<file path="src/rtl/regfile_pkg.sv">
// Shared definitions for the parametrised register file.
//   WIDTH_DEF / DEPTH_DEF : default word width and entry count
//   word_t                : a default-width data word
//   addr_w()              : address width for a given entry count
package regfile_pkg;

    localparam int WIDTH_DEF = 32;
    localparam int DEPTH_DEF = 32;

    typedef logic [WIDTH_DEF-1:0] word_t;

    // Address width for a power-of-two entry count.
    // Depths of 0 or 1 still get a 1-bit address so that port widths stay legal.
    function automatic int addr_w(input int depth);
        if (depth <= 1) begin
            return 1;
        end
        return $clog2(depth);
    endfunction

endpackage : regfile_pkg

</file>
<file path="src/rtl/regfile_entry.sv">
// One register-file entry: a WIDTH-bit register with load enable.
//   clk : clock, loads on rising edge when en=1
//   clr : asynchronous active-high clear, forces q to 0 immediately
//   en  : load enable
//   d   : data to load
//   q   : stored value
module regfile_entry #(
    parameter int WIDTH = 32
) (
    input  logic             clk,
    input  logic             clr,
    input  logic             en,
    input  logic [WIDTH-1:0] d,
    output logic [WIDTH-1:0] q
);

    logic [WIDTH-1:0] q_reg;

    always_ff @(posedge clk or posedge clr) begin
        if (clr) begin
            q_reg <= '0;
        end else if (en) begin
            q_reg <= d;
        end
    end

    assign q = q_reg;

endmodule : regfile_entry

</file>
<file path="src/rtl/regfile_2r1w_param.sv">
// Parametrised register file: DEPTH words of WIDTH bits, one write port,
// two independent read ports with registered outputs (one-cycle latency).
//   clk               : clock, all state changes on the rising edge
//   clr               : asynchronous active-high clear of entries and outputs
//   we/waddr/wdata    : write port
//   re_a/raddr_a      : port A read enable / address
//   rdata_a           : port A registered read data (holds while re_a=0)
//   re_b/raddr_b      : port B read enable / address
//   rdata_b           : port B registered read data (holds while re_b=0)
// ZERO_REG=1 makes entry 0 a constant zero; BYPASS=1 forwards same-edge
// write data to a read of the same address.
module regfile_2r1w_param
    import regfile_pkg::*;
#(
    parameter  int WIDTH    = WIDTH_DEF,
    parameter  int DEPTH    = DEPTH_DEF,
    parameter  bit ZERO_REG = 1'b1,
    parameter  bit BYPASS   = 1'b1,
    localparam int ADDR_W   = addr_w(DEPTH)
) (
    input  logic              clk,
    input  logic              clr,
    input  logic              we,
    input  logic [ADDR_W-1:0] waddr,
    input  logic [WIDTH-1:0]  wdata,
    input  logic              re_a,
    input  logic [ADDR_W-1:0] raddr_a,
    output logic [WIDTH-1:0]  rdata_a,
    input  logic              re_b,
    input  logic [ADDR_W-1:0] raddr_b,
    output logic [WIDTH-1:0]  rdata_b
);

    localparam int NPORTS = 2;

    // Current contents of every entry, as seen before this edge's write.
    logic [WIDTH-1:0] entry_q [DEPTH];

    // Port inputs gathered into arrays so both ports share one generate body.
    logic              re    [NPORTS];
    logic [ADDR_W-1:0] raddr [NPORTS];

    assign re[0]    = re_a;
    assign re[1]    = re_b;
    assign raddr[0] = raddr_a;
    assign raddr[1] = raddr_b;

    // ------------------------------------------------------------------
    // Storage
    // ------------------------------------------------------------------
    genvar gi;
    generate
        for (gi = 0; gi < DEPTH; gi++) begin : g_entry
            if (ZERO_REG && gi == 0) begin : g_zero
                // No storage at all: writes to address 0 simply have nowhere to go.
                assign entry_q[gi] = '0;
            end else begin : g_reg
                logic wen;

                assign wen = we && (waddr == ADDR_W'(gi));

                regfile_entry #(
                    .WIDTH (WIDTH)
                ) u_entry (
                    .clk (clk),
                    .clr (clr),
                    .en  (wen),
                    .d   (wdata),
                    .q   (entry_q[gi])
                );
            end
        end
    endgenerate

    // ------------------------------------------------------------------
    // Read ports: mux, optional bypass, output register
    // ------------------------------------------------------------------
    generate
        for (gi = 0; gi < NPORTS; gi++) begin : g_port
            logic [WIDTH-1:0] rd_next;
            logic [WIDTH-1:0] rd_reg;

            always_comb begin
                rd_next = entry_q[raddr[gi]];
                if (BYPASS && we && (waddr == raddr[gi])) begin
                    rd_next = wdata;
                end
                // The zero entry wins over bypass so a discarded write to
                // address 0 is never forwarded.
                if (ZERO_REG && (raddr[gi] == '0)) begin
                    rd_next = '0;
                end
            end

            always_ff @(posedge clk or posedge clr) begin
                if (clr) begin
                    rd_reg <= '0;
                end else if (re[gi]) begin
                    rd_reg <= rd_next;
                end
            end
        end
    endgenerate

    assign rdata_a = g_port[0].rd_reg;
    assign rdata_b = g_port[1].rd_reg;

endmodule : regfile_2r1w_param
</file>
<file path="config.mk">
export PLATFORM = sky130hd
export DESIGN_NAME = regfile_2r1w_param
export DESIGN_NICKNAME = d
export VERILOG_FILES = /design/src/rtl/regfile_pkg.sv /design/src/rtl/regfile_entry.sv /design/src/rtl/regfile_2r1w_param.sv
export SDC_FILE = /design/constraint.sdc
export NUM_CORES = 2
export LEC_CHECK = 0
export CORE_ASPECT_RATIO = 0.7
export CORE_MARGIN = 3
export CORE_UTILIZATION = 25
export DETAILED_ROUTE_END_ITERATION = 10
export HOLD_SLACK_MARGIN = 0.1
export PLACE_DENSITY = 0.42
export SKIP_CTS_REPAIR_TIMING = 1
export SLEW_MARGIN = 10
export SYNTH_ARGS = -nofsm -noshare
export SYNTH_HDL_FRONTEND = slang
export SYNTH_SLANG_ARGS = --single-unit
export TNS_END_PERCENT = 10
</file>
<file path="constraint.sdc">
create_clock -name clk -period 39.6 [get_ports clk]
set_input_delay 9.9 -clock clk [delete_from_list [all_inputs] [get_ports clk]]
set_output_delay 9.9 -clock clk [all_outputs]
set_load 0.02 [all_outputs]
</file>
### After elaboration in Yosys (flattened, before gate mapping)

Cells that the tools add are included.

* logic and storage cells: 115
* flip-flop bits (word level): 1056
* output and inout port bits: 64
* bits of input ports: 52

* reduce and logical (&&, ||, !) cells: 35
* mux-type cells: 10
* eq/ne operators: 33
* bitwise gates (word level): 2
* magnitude comparators: 2

Operators with widths (number)
* binary-select mux 32 bit (select 5 bit): 2
* 2-to-1 mux 32 bit: 8
* == test 5 bit (second input constant): 16
* == test 5 x 4 -> 1 bit (second input constant): 8
* logical AND 1 bit: 33
* == test 5 x 3 -> 1 bit (second input constant): 4
* greater-or-equal comparator 6 bit (second input constant): 2
* NOT 5 -> 6 bit: 2
* == test 5 x 2 -> 1 bit (second input constant): 2
* == test 5 bit: 2
* zero test 5 bit: 2
* == test 5 x 1 -> 1 bit (second input constant): 1

### Logic depth before layout (Yosys ltp)

* depth in word-level cells: 6
* depth in mapped cells: 10
* mapped depth without buffers: 5

### By module

From an unflattened synthesis, not the netlist that was laid out.

* cell total of the unflattened synthesis: 3830
* area total of the unflattened synthesis: 60969.7 sq um

By module, submodules not included
* regfile_entry: area each 1348.8 sq um, cells an instance 69, seq. area each 800.8 sq um, times used 31
* regfile_2r1w_param: area each 19157.1 sq um, cells an instance 1691, seq. area each 1601.5 sq um, times used 1

### Least setup slack after synthesis

Ideal clock, no wire load.

* path type: input-to-reg
* from: input port raddr_b[0]
* to: register g_port[1].rd_reg[10], in the netlist rdata_b[10]
* arrival: 11.468 ns
* setup slack: 28.005 ns
* stages on the path: 7
* library setup time: 0.127 ns
* required time: 39.473 ns
* path buffers: 3
* cells stage by stage: buf_2 > buf_4 > buf_2 > mux4_2 > a22o_1 > nor3_1 > o31ai_1

* word-level cells in the longest chain between the ends: 6
* elaborated cells on any way between the ends: 9
* those cells by class: eq/ne (1); mux (5); bitwise (1); reduce/logical (2)

RTL lines
* start: declaration: RTL line regfile_2r1w_param.sv:30 `input logic [ADDR_W-1:0] raddr_b,`
* NOT 5 -> 6 bit (implied by the code): RTL line regfile_2r1w_param.sv:84 `rd_next = entry_q[raddr[gi]];`
* binary-select mux 32 bit (select 5 bit): RTL line regfile_2r1w_param.sv:84
* 2-to-1 mux 32 bit (implied by the code) (2 in series): RTL line regfile_2r1w_param.sv:84
* 2-to-1 mux 32 bit: RTL line regfile_2r1w_param.sv:85 `if (BYPASS && we && (waddr == raddr[gi])) begin`
* 2-to-1 mux 32 bit (*): RTL line regfile_2r1w_param.sv:90 `if (ZERO_REG && (raddr[gi] == '0)) begin`
* end signal: assignment: RTL line regfile_2r1w_param.sv:99 `rd_reg <= rd_next;`
* end: declaration: RTL line regfile_2r1w_param.sv:81 `logic [WIDTH-1:0] rd_reg;`

Every way passes the cells marked *; elsewhere a longest branch is shown, timed or not. The select of a mux whose other input is x is not followed.
A chain may end at the register's enable or synchronous reset.

==> out/results.tsv <==
metric	value	unit
status	complete, no violations	
CP peak stage delay	830	ps
count of pins over their slew limit	0	
Post-synth ARST share	100	%
final WL	216000	um
Top FF cell, synth	dfrtp_1	
H-Tree Depth	3	
Initial Utilization	25.3	%
fillers	22300	
Crit path arrival time	14130	ps
setup TNS	0	ps
# setup viols final	0	
first-pass GRT wire length	306000	um
I/O pin cnt	116	
post-DP HPWL	122000	um
worst path cell trace	clkdlybuf4s50_1 -> clkinvlp_4 -> buf_12 -> buf_12 -> buf_4 -> buf_4	
DR vias/cell	5.32	
max FFs per register	992	
Util after Layout	28.8	%
Multi-input gate area	0.0278	sq mm
commonest non-fill, non-tap cell in the layout	mux2_2	
largest net degree at the start of global routing	139	
initial antenna violation count	7	
Final Wtd Congestion	0.755	
Max rail drop VDD	37.4	uV
Post-Synthesis Cells	3881	
most frequent cells in the layout	mux2_2 (1119), dfrtp_1 (1056), mux4_2 (405)	
max-cap violations	0	
DR vias	36200	
Relative slew margins	17.1	%
worst min path class	reg -> reg	
area delta synth->final	13.7	%
PortBufs	115	
clock-pin slew on the worst setup and hold paths	60	ps
vias in the first global route	36800	
critical path's slowest cell	buf_4	
#FFs+latches synth	1056	
Die ar.	0.230	sq mm
Max clock buf depth	3	
Clock Sinks	1056	
ANT nets after route	0	
CTS tree	done	
mean post-synth cell area	14.4	sq um
Die X	572	um
Total Power	0.00320	W
Hold Slack	521	ps
library cells used by synthesis	47	
Initial DRC Count	2871	
Worst-Skew Late Latency	740	ps
Leak	26.3	nW
Die H	402	um
EDFF count, synth	0	
Worst R2R Start	g_entry[19].g_reg.u_entry.q[11]	
register area	0.0264	sq mm
Nets	3854	
crit path launch	clr	
Seq/Total Area, Yosys	47.2	%
RSZ-0062 raised after global routing	false	
site row count	144	
total grt overflow	0	
layout cells sized above 1	48.4	%
period utilisation layout	33.8	%
CTS buffer count	109	
Worst Path Required	40330	ps
Cell Area, Synth	0.0560	sq mm
HP Start	g_entry[10].g_reg.u_entry.q[2]	
CP Launch Type	primary input	
Tot GR Track Use	18.6	%
count of final hold-check violations	0	
CP Capture Type	asynchronous set/reset pin	
CTS root buf	clkbuf_16	
Setup CP Type	in -> async	
Critical Path Fanout Max	138	
DRC Markers	0	
Max Fclk	74.6	MHz
Ys Warns	0	
Routed WL per cell	31.7	um
Worst Skew	29.2	ps
final critical-path required period	13400	ps
Worst-Margin Slew	1240	ps
core area	0.221	sq mm
post-synth net total	3933	
total power divided by cell area	50.3	mW/mm^2
TritonRoute pass-1 iters	5	
==> synthesized netlist by cell type, types with 2 or more instances <==
cell type | count | share of area (%)
nor2b_1 | 118 | 1.3
or2_2 | 2 | 0.022
or4_1 | 13 | 0.17
nor3_1 | 98 | 0.88
nand4b_1 | 3 | 0.047
buf_6 | 22 | 0.44
nor3b_1 | 3 | 0.040
o21ai_0 | 34 | 0.30
xnor2_1 | 10 | 0.16
a22oi_1 | 41 | 0.55
inv_1 | 2 | 0.013
o221ai_1 | 32 | 0.50
a221oi_1 | 44 | 0.69
nand2b_1 | 27 | 0.30
nand4_1 | 3 | 0.034
buf_4 | 19 | 0.25
mux2_2 | 1119 | 23
mux4_2 | 405 | 16
nand2_1 | 37 | 0.25
and2_1 | 2 | 0.022
o211ai_1 | 4 | 0.054
clkbuf_1 | 200 | 1.3
or3_1 | 7 | 0.078
o22ai_1 | 70 | 0.78
a211oi_1 | 36 | 0.48
mux2_1 | 6 | 0.12
o311ai_0 | 17 | 0.27
nor2_1 | 45 | 0.30
a21oi_1 | 48 | 0.43
a22o_1 | 50 | 0.78
nand3_1 | 31 | 0.28
mux2i_1 | 58 | 1.0
buf_2 | 135 | 1.2
buf_1 | 41 | 0.27
o31ai_1 | 32 | 0.43
dfrtp_1 | 1056 | 47
==> worst paths after layout <==
kind,to,slack [ps],cells past startpoint
min,g_entry[10].g_reg.u_entry.q[2],520,1
min in group asynchronous,g_entry[30].g_reg.u_entry.q[29],9770,2
max in group clk,rdata_a[0],26290,10
max,g_entry[29].g_reg.u_entry.q[11],26200,6
min reg2reg,g_entry[10].g_reg.u_entry.q[2],520,1
max reg2reg,rdata_a[11],37510,5
==> final cells by class <==
type | instances | area share [%]
multi-input cells | 2404 | 43.7
flip-flops and latches | 1056 | 41.5
well taps | 2920 | 5.74
clock buffers | 158 | 5.02
repair buffers | 228 | 3.23
clock inverters | 42 | 0.776
inverters | 3 | 0.0236
diodes | 1 | 0.00393
==> stage by stage <==
step	cells	setup slack (ps)	instance area, sq um
floorplan	3881	15140	56000
global placement	6611	25150	60000
detailed placement	6611	25170	60000
CTS	6811	25960	63700
global route	6811	25580	63700
finish	6812	26200	63700
==> logic make-up (layout without fill, tap and decap cells) <==
family	after synthesis	after routing	share of synthesized area, %
buffers and inverters	421	431	3.57
AOI/OAI and AO/OA	411	411	5.32
xor gates and xnor gates	10	10	0.156
DFF	1056	1056	47.2
muxes	1588	1588	39.9
other	0	1	0
and+or+nand+nor	395	395	3.82
==> per-layer routing <==
metal | vias up | part of all wire [%] | GRT usage (%)
met2 | 992 | 44 | 27.8
met5 | - | 0 | 0
met3 | 239 | 4.8 | 2.73
li1 | 14800 | - | -
met4 | 0 | 2.0 | 3.59
met1 | 20200 | 49 | 28.3
==> critical path: cells and delay by family <==
family   cells  cell delay, ps
buf+inv      6            3940
==> where the power goes <==
group          leakage, nW  total, W  internal [W]  switching [W]
clock network         1.83   0.00109      0.000613       0.000481
logic                 11.0  0.000660      0.000383       0.000278
registers             13.5   0.00145       0.00129       0.000158
No activity file was read; power rests on OpenSTA's default activity.
